**src/rtl/button_port_pkg.sv**
```systemverilog
// Shared types and constants for the pushbutton input port.
// Optional auto-repeat is selected by defining BUTTON_PORT_AUTOREPEAT_EN (undefined by default).
package button_port_pkg;

  localparam int BTN_W = 4;

  typedef logic [BTN_W-1:0] btn_t;

  localparam btn_t BTN_RST = '0;

endpackage

```
**src/rtl/btn_debounce.sv**
```systemverilog
// Two-flop synchronizer, whole-nibble debouncer and press-event detector for the pushbuttons.
// With BUTTON_PORT_AUTOREPEAT_EN defined, a held nonzero value also emits periodic repeat events.
module btn_debounce
  import button_port_pkg::*;
#(
  parameter int DEB_CYCLES    = 16
`ifdef BUTTON_PORT_AUTOREPEAT_EN
  ,
  parameter int REPEAT_CYCLES = 256
`endif
) (
  input  logic             clock,
  input  logic             reset,
  input  logic [BTN_W-1:0] raw_buttons,
  output logic [BTN_W-1:0] deb_val,
  output logic             press_evt
);

  localparam int            DW       = $clog2(DEB_CYCLES);
  localparam logic [DW-1:0] DEB_LAST = DW'(DEB_CYCLES - 1);

  btn_t          sync1, sync2;
  logic [DW-1:0] deb_cnt;
  logic          stable, accept, new_press, push_now;

  // sync1 is the next sample, so the stability count starts the cycle a change reaches sync2.
  assign stable    = (sync1 == sync2);
  assign accept    = stable && (deb_cnt == DEB_LAST) && (sync2 != deb_val);
  assign new_press = accept && (sync2 != BTN_RST);

`ifdef BUTTON_PORT_AUTOREPEAT_EN
  localparam int            RW       = $clog2(REPEAT_CYCLES);
  localparam logic [RW-1:0] RPT_LAST = RW'(REPEAT_CYCLES - 1);

  logic [RW-1:0] rpt_cnt;
  logic          rpt_fire;

  assign rpt_fire = !accept && (deb_val != BTN_RST) && (rpt_cnt == RPT_LAST);
  assign push_now = new_press || rpt_fire;

  always_ff @(posedge clock or negedge reset) begin
    if (!reset) begin
      rpt_cnt <= '0;
    end else if (accept || (deb_val == BTN_RST) || rpt_fire) begin
      rpt_cnt <= '0;
    end else begin
      rpt_cnt <= rpt_cnt + 1'b1;
    end
  end
`else
  assign push_now = new_press;
`endif

  // NOTE: non-blocking assignments let sync1 -> sync2 shift one stage per clock instead of collapsing.
  always_ff @(posedge clock or negedge reset) begin
    if (!reset) begin
      sync1     <= BTN_RST;
      sync2     <= BTN_RST;
      deb_cnt   <= '0;
      deb_val   <= BTN_RST;
      press_evt <= 1'b0;
    end else begin
      sync1     <= raw_buttons;
      sync2     <= sync1;
      press_evt <= push_now;
      if (!stable) begin
        deb_cnt <= '0;
      end else if (deb_cnt != DEB_LAST) begin
        deb_cnt <= deb_cnt + 1'b1;
      end
      if (accept) begin
        deb_val <= sync2;
      end
    end
  end

endmodule

```
**src/rtl/button_port.sv**
```systemverilog
// Pushbutton input port: debounced press nibbles are queued in a FIFO whose head feeds the uP.
// Auto-repeat of held buttons is compiled in when BUTTON_PORT_AUTOREPEAT_EN is defined.
module button_port
  import button_port_pkg::*;
#(
  parameter int DEPTH         = 4,
  parameter int DEB_CYCLES    = 16,
  parameter int REPEAT_CYCLES = 256
) (
  input  logic             clock,
  input  logic             reset,
  input  logic [BTN_W-1:0] raw_buttons,
  input  logic             rd_strobe,
  input  logic             clr_ovf,
  output logic [BTN_W-1:0] pushbuttons,
  output logic             data_valid,
  output logic             fifo_full,
  output logic             overflow
);

  localparam int PW = $clog2(DEPTH);
  localparam int CW = PW + 1;

  if (DEPTH < 2 || DEPTH > 16 || (DEPTH & (DEPTH - 1)) != 0) begin : g_bad_depth
    $error("button_port: DEPTH must be a power of two in 2..16");
  end
  if (DEB_CYCLES < 2 || REPEAT_CYCLES < 2) begin : g_bad_timing
    $error("button_port: DEB_CYCLES and REPEAT_CYCLES must be at least 2");
  end

  btn_t          deb_val;
  logic          press_evt;
  btn_t          mem [DEPTH];
  logic [PW-1:0] wr_ptr, rd_ptr;
  logic [CW-1:0] count;
  logic          empty, full, do_push, do_pop;

  btn_debounce #(
    .DEB_CYCLES    (DEB_CYCLES)
`ifdef BUTTON_PORT_AUTOREPEAT_EN
    ,
    .REPEAT_CYCLES (REPEAT_CYCLES)
`endif
  ) u_debounce (
    .clock       (clock),
    .reset       (reset),
    .raw_buttons (raw_buttons),
    .deb_val     (deb_val),
    .press_evt   (press_evt)
  );

  assign empty = (count == '0);
  assign full  = (count == CW'(DEPTH));

  // A pop frees the head slot in the same cycle, so a full FIFO can still accept the push.
  assign do_push = press_evt && (!full || rd_strobe);
  assign do_pop  = rd_strobe && !empty;

  always_ff @(posedge clock or negedge reset) begin
    if (!reset) begin
      wr_ptr   <= '0;
      rd_ptr   <= '0;
      count    <= '0;
      overflow <= 1'b0;
    end else begin
      if (do_push) begin
        wr_ptr <= wr_ptr + 1'b1;
      end
      if (do_pop) begin
        rd_ptr <= rd_ptr + 1'b1;
      end
      count <= count + CW'(do_push) - CW'(do_pop);
      if (press_evt && full && !rd_strobe) begin
        overflow <= 1'b1;
      end else if (clr_ovf) begin
        overflow <= 1'b0;
      end
    end
  end

  // NOTE: storage has no reset; count gates every read, so stale entries are never visible.
  always_ff @(posedge clock) begin
    if (do_push) begin
      mem[wr_ptr] <= deb_val;
    end
  end

  assign pushbuttons = empty ? BTN_RST : mem[rd_ptr];
  assign data_valid  = !empty;
  assign fifo_full   = full;

endmodule

```
**config.mk**
```make
export PLATFORM = sky130hd
export DESIGN_NAME = button_port
export DESIGN_NICKNAME = d
export VERILOG_FILES = /design/src/rtl/button_port_pkg.sv /design/src/rtl/btn_debounce.sv /design/src/rtl/button_port.sv
export SDC_FILE = /design/constraint.sdc
export NUM_CORES = 1
export LEC_CHECK = 0
export CELL_PAD_IN_SITES_DETAIL_PLACEMENT = 0
export CELL_PAD_IN_SITES_GLOBAL_PLACEMENT = 1
export CORE_UTILIZATION = 42
export DETAILED_ROUTE_END_ITERATION = 7
export PLACE_DENSITY_LB_ADDON = 0.05
export SETUP_SLACK_MARGIN = 0.4
export SYNTH_ARGS = -nofsm -noshare
export SYNTH_HDL_FRONTEND = slang
export SYNTH_SLANG_ARGS = --single-unit
export TNS_END_PERCENT = 5
```
**constraint.sdc**
```tcl
create_clock -name clock -period 2.2 [get_ports clock]
set_input_delay 0.33 -clock clock [delete_from_list [all_inputs] [get_ports clock]]
set_output_delay 0.33 -clock clock [all_outputs]
set_load 0.01 [all_outputs]
```
==> metrics, run 1 <==
worst reg-to-reg setup slack=0.08 ns; CTS tree=done; Num CTS Buffers=5; peak supply drop=429 uV; leading cell types by count after synthesis=25 x dfrtp_1, 16 x edfxtp_1, 8 x and2_1, 8 x xnor2_1; antenna cells=0; iteration-0 DRC count of the detailed router=31; global routing usage summed across all routing layers=0.147; max cap viols=0; Yosys warnings=0; number of global-route vias before repair=983; buffer and inverter count on the worst path=2; final worst-path setup slack=0.0767 ns; Setup CP Type=reg2reg; post-synthesis area per instance=15.4 sq um; biggest area contributors in the synthesized netlist=dfrtp_1 36%, edfxtp_1 28%, mux4_2 5.2%; antenna-violating nets left=0; CP required=2.37 ns; height of the die=66.3 microns; area post-placement=2000 sq um; Multi-input gate area=641 sq um; power per cell area=898 nW/um^2; worst setup skew after layout=0.00567 ns; slowest cell on the critical path=dfrtp_1; fraction of final layout cells with drive strength greater than 1=0.293; first drt pass iteration count=4; final design instance area without fill=2200 sq um; combinational family with the most area after synthesis=simple AND/OR/NAND/NOR gates; Tcrit/Tclk final=0.965; Primary FF master, synth=dfrtp_1; share of the synthesized area in the top cell type=0.360; count of flip-flops with a built-in enable after synthesis=16; per-cell via count in the routed design=4.84; number of clock sinks=41; effective utilization at floorplan=0.437; final standard cell utilization of the core=0.554; async set-or-reset flop fraction in the synthesized netlist=0.610; Hold WC Path Type=reg2reg; final critical path time including I/O delays and setup=2.12 ns; combined area of all synthesized cells=1740 sq um; Hold Buf Count CTS=0; port buffer count=14; Area growth, synth to finish=26.6%; global route total overflow=0; area of the placeable core=3970 sq um; maximum frequency from static timing analysis=471 MHz; number of instances in the synthesized netlist=113; post-route insts no fill=200; Slew @ Worst Pin=0.331 ns; global-route wire length before repair=4570 microns; leakage power=0.974 nW; largest net degree at the start of global routing=26; CTS clock-pin slew for the worst setup and hold paths=0.07 ns; cells along the critical path=nor3b_4 -> and2b_2 -> nor2b_4 -> inv_2 -> ha_4 -> inv_2 -> ha_4 -> fa_2 -> xor2_2 -> xnor2_1; post-synthesis compound-gate area fraction=0.00648; number of ports placed on the die boundary=15; x dimension of the die=66.3 microns; sequential share of the synthesized area=0.637; final weighted congestion in routability-driven placement=0.737; wirelength, routed=2630 microns; register cell area after layout=1110 sq um; Post-Synthesis Net Count=129; DP Worst Slack=-0.221 ns; die area=4400 sq um; number of vias after detailed routing=967; adder-cell area share of the yosys netlist=0.0620; half-perimeter wire length after detailed placement=1800 microns; post-synth top area cell=dfrtp_1; unrepaired setup endpoints after global routing=yes; number of slew-limit violations in the final report=0; number of synthesized register bits=41; Tot Pwr=0.00197 W; cell at the root of the clock tree=clkbuf_8; CTS Buffer Depth=2; number of placed cells counting well taps=181; number of standard-cell rows in the floorplan=23; result of the run=completed; final number of setup-violating endpoints=0; kind of end point of the critical path=register; count of final hold-check violations=0; simple-gate share of the synthesized area=0.116; Unique masters post-synth=28; maximum fanout along the worst path=3; # DRC=0; initial antenna violation count=0; most common cell in the synthesized netlist=dfrtp_1; cell family with most CP delay=adder cells; Worst EP arrival=2.30 ns; worst max-slew margin expressed relative to the limit=0.778; Routed wire per std cell=13.1 microns; fill cell instance count of the final layout=335; maximum cell stage delay along the critical path=0.41 ns; Clock Latency Late Sink=0.28 ns; synthesized-area fraction occupied by xor and xnor cells=0.0706; total number of nets in the final design=165; multiplexer fraction of the synthesized cell area=0.0901; maximum level of the CTS H-tree=2; kind of start point of the critical path=register
timing repair:
action | 4_1_cts | 5_1_grt
endpoints found under the setup margin | 8 | 20
buffers inserted | 10 | 1
resized for setup | 5 | 2
pin swaps | 0 | 2
power breakdown:
group	leakage, nW	internal (W)	switching [W]
clock	0.0528	0.000335	0.000238
combinational	0.423	0.000304	0.000174
sequential	0.499	0.000852	0.0000714
total	0.974	0.00149	0.000483
routing by layer:
metal | up-vias | track usage | part of all wire
met3 | 5 | 0.0362 | 0.027
met4 | 0 | 0.0798 | 0.020
met2 | 18 | 0.244 | 0.51
met5 | - | 0 | 0
met1 | 484 | 0.174 | 0.44
li1 | 460 | - | -
worst register-to-register path, cell delays in order, from the launching register on:
cell	delay [ns]
dfrtp_1	0.41
nor3b_4	0.16
and2b_2	0.22
nor2b_4	0.12
inv_2	0.05
ha_4	0.25
inv_2	0.03
ha_4	0.14
fa_2	0.34
xor2_2	0.15
xnor2_1	0.12
metrics by stage:
stage           TNS [ns]  hold slack, ns
4_1_cts                0           0.397
2_1_floorplan          0          0.0344
3_3_place_gp      -0.187           0.378
5_1_grt        -0.000757           0.401
6_report               0           0.393
3_5_place_dp      -0.257           0.381
worst paths after layout:
kind,startpoint,depth (start not counted),end
setup / recovery,count[2],10,count[2]
hold / removal,u_debounce.sync1[1],0,u_debounce.sync2[1]
setup reg to reg,count[2],10,count[2]
hold reg to reg,u_debounce.sync1[1],0,u_debounce.sync2[1]
max in group asynchronous,reset,2,rd_ptr[0]
min in group asynchronous,reset,2,rd_ptr[1]
state kept, by name, indices dropped and copies added (netlist names):
| signal | flops |
|---|---|
| overflow | 1 |
| u_debounce.deb_cnt | 4 |
| rd_ptr | 2 |
| u_debounce.sync2 | 4 |
| u_debounce.deb_val | 4 |
| u_debounce.sync1 | 4 |
| count | 3 |
| wr_ptr | 2 |
| u_debounce.press_evt | 1 |
| mem | 16 |
cell usage in the layout, fill, tap and decap left out, drive strengths merged, types with 3 or more instances in the layout:
| cell | count |
|---|---|
| and2 | 9 |
| buf | 16 |
| clkbuf | 6 |
| clkdlybuf4s50 | 10 |
| dfrtp | 25 |
| dlygate4sd2 | 4 |
| edfxtp | 16 |
| ha | 7 |
| inv | 7 |
| mux2 | 5 |
| mux4 | 4 |
| nand2 | 3 |
| nor2 | 5 |
| nor4 | 3 |
| xnor2 | 8 |
| xor2 | 6 |
cells by family (layout without fill, tap and decap cells):
logic type                 count (synthesis)  in the layout
adders and majority gates                  8              8
and+or+nand+nor                           30             30
AOI/OAI and AO/OA                          2              2
buffers and inverters                      8             45
muxes                                     10             10
xor gates and xnor gates                  14             14
DFF                                       41             41
final cells by class:
| class | count | share of cell area |
|---|---|---|
| clock buffer | 6 | 0.0330 |
| sequential | 41 | 0.504 |
| multi-input combinational | 64 | 0.291 |
| timing repair buffer | 30 | 0.116 |
| inverter | 7 | 0.0120 |
| clock inverter | 2 | 0.0154 |
| tap | 50 | 0.0285 |
No activity file was read; power rests on OpenSTA's default activity.
==> run 2: changes to the inputs <==
--- a/config.mk
+++ b/config.mk
@@ -11,6 +11,7 @@
 export DETAILED_ROUTE_END_ITERATION = 7
 export PLACE_DENSITY_LB_ADDON = 0.05
 export SETUP_SLACK_MARGIN = 0.4
+export SLEW_MARGIN = 5
 export SYNTH_ARGS = -nofsm -noshare
 export SYNTH_HDL_FRONTEND = slang
 export SYNTH_SLANG_ARGS = --single-unit
==> results of run 2 <==
Final layout, timing and power as in run 1 (identical DEF).
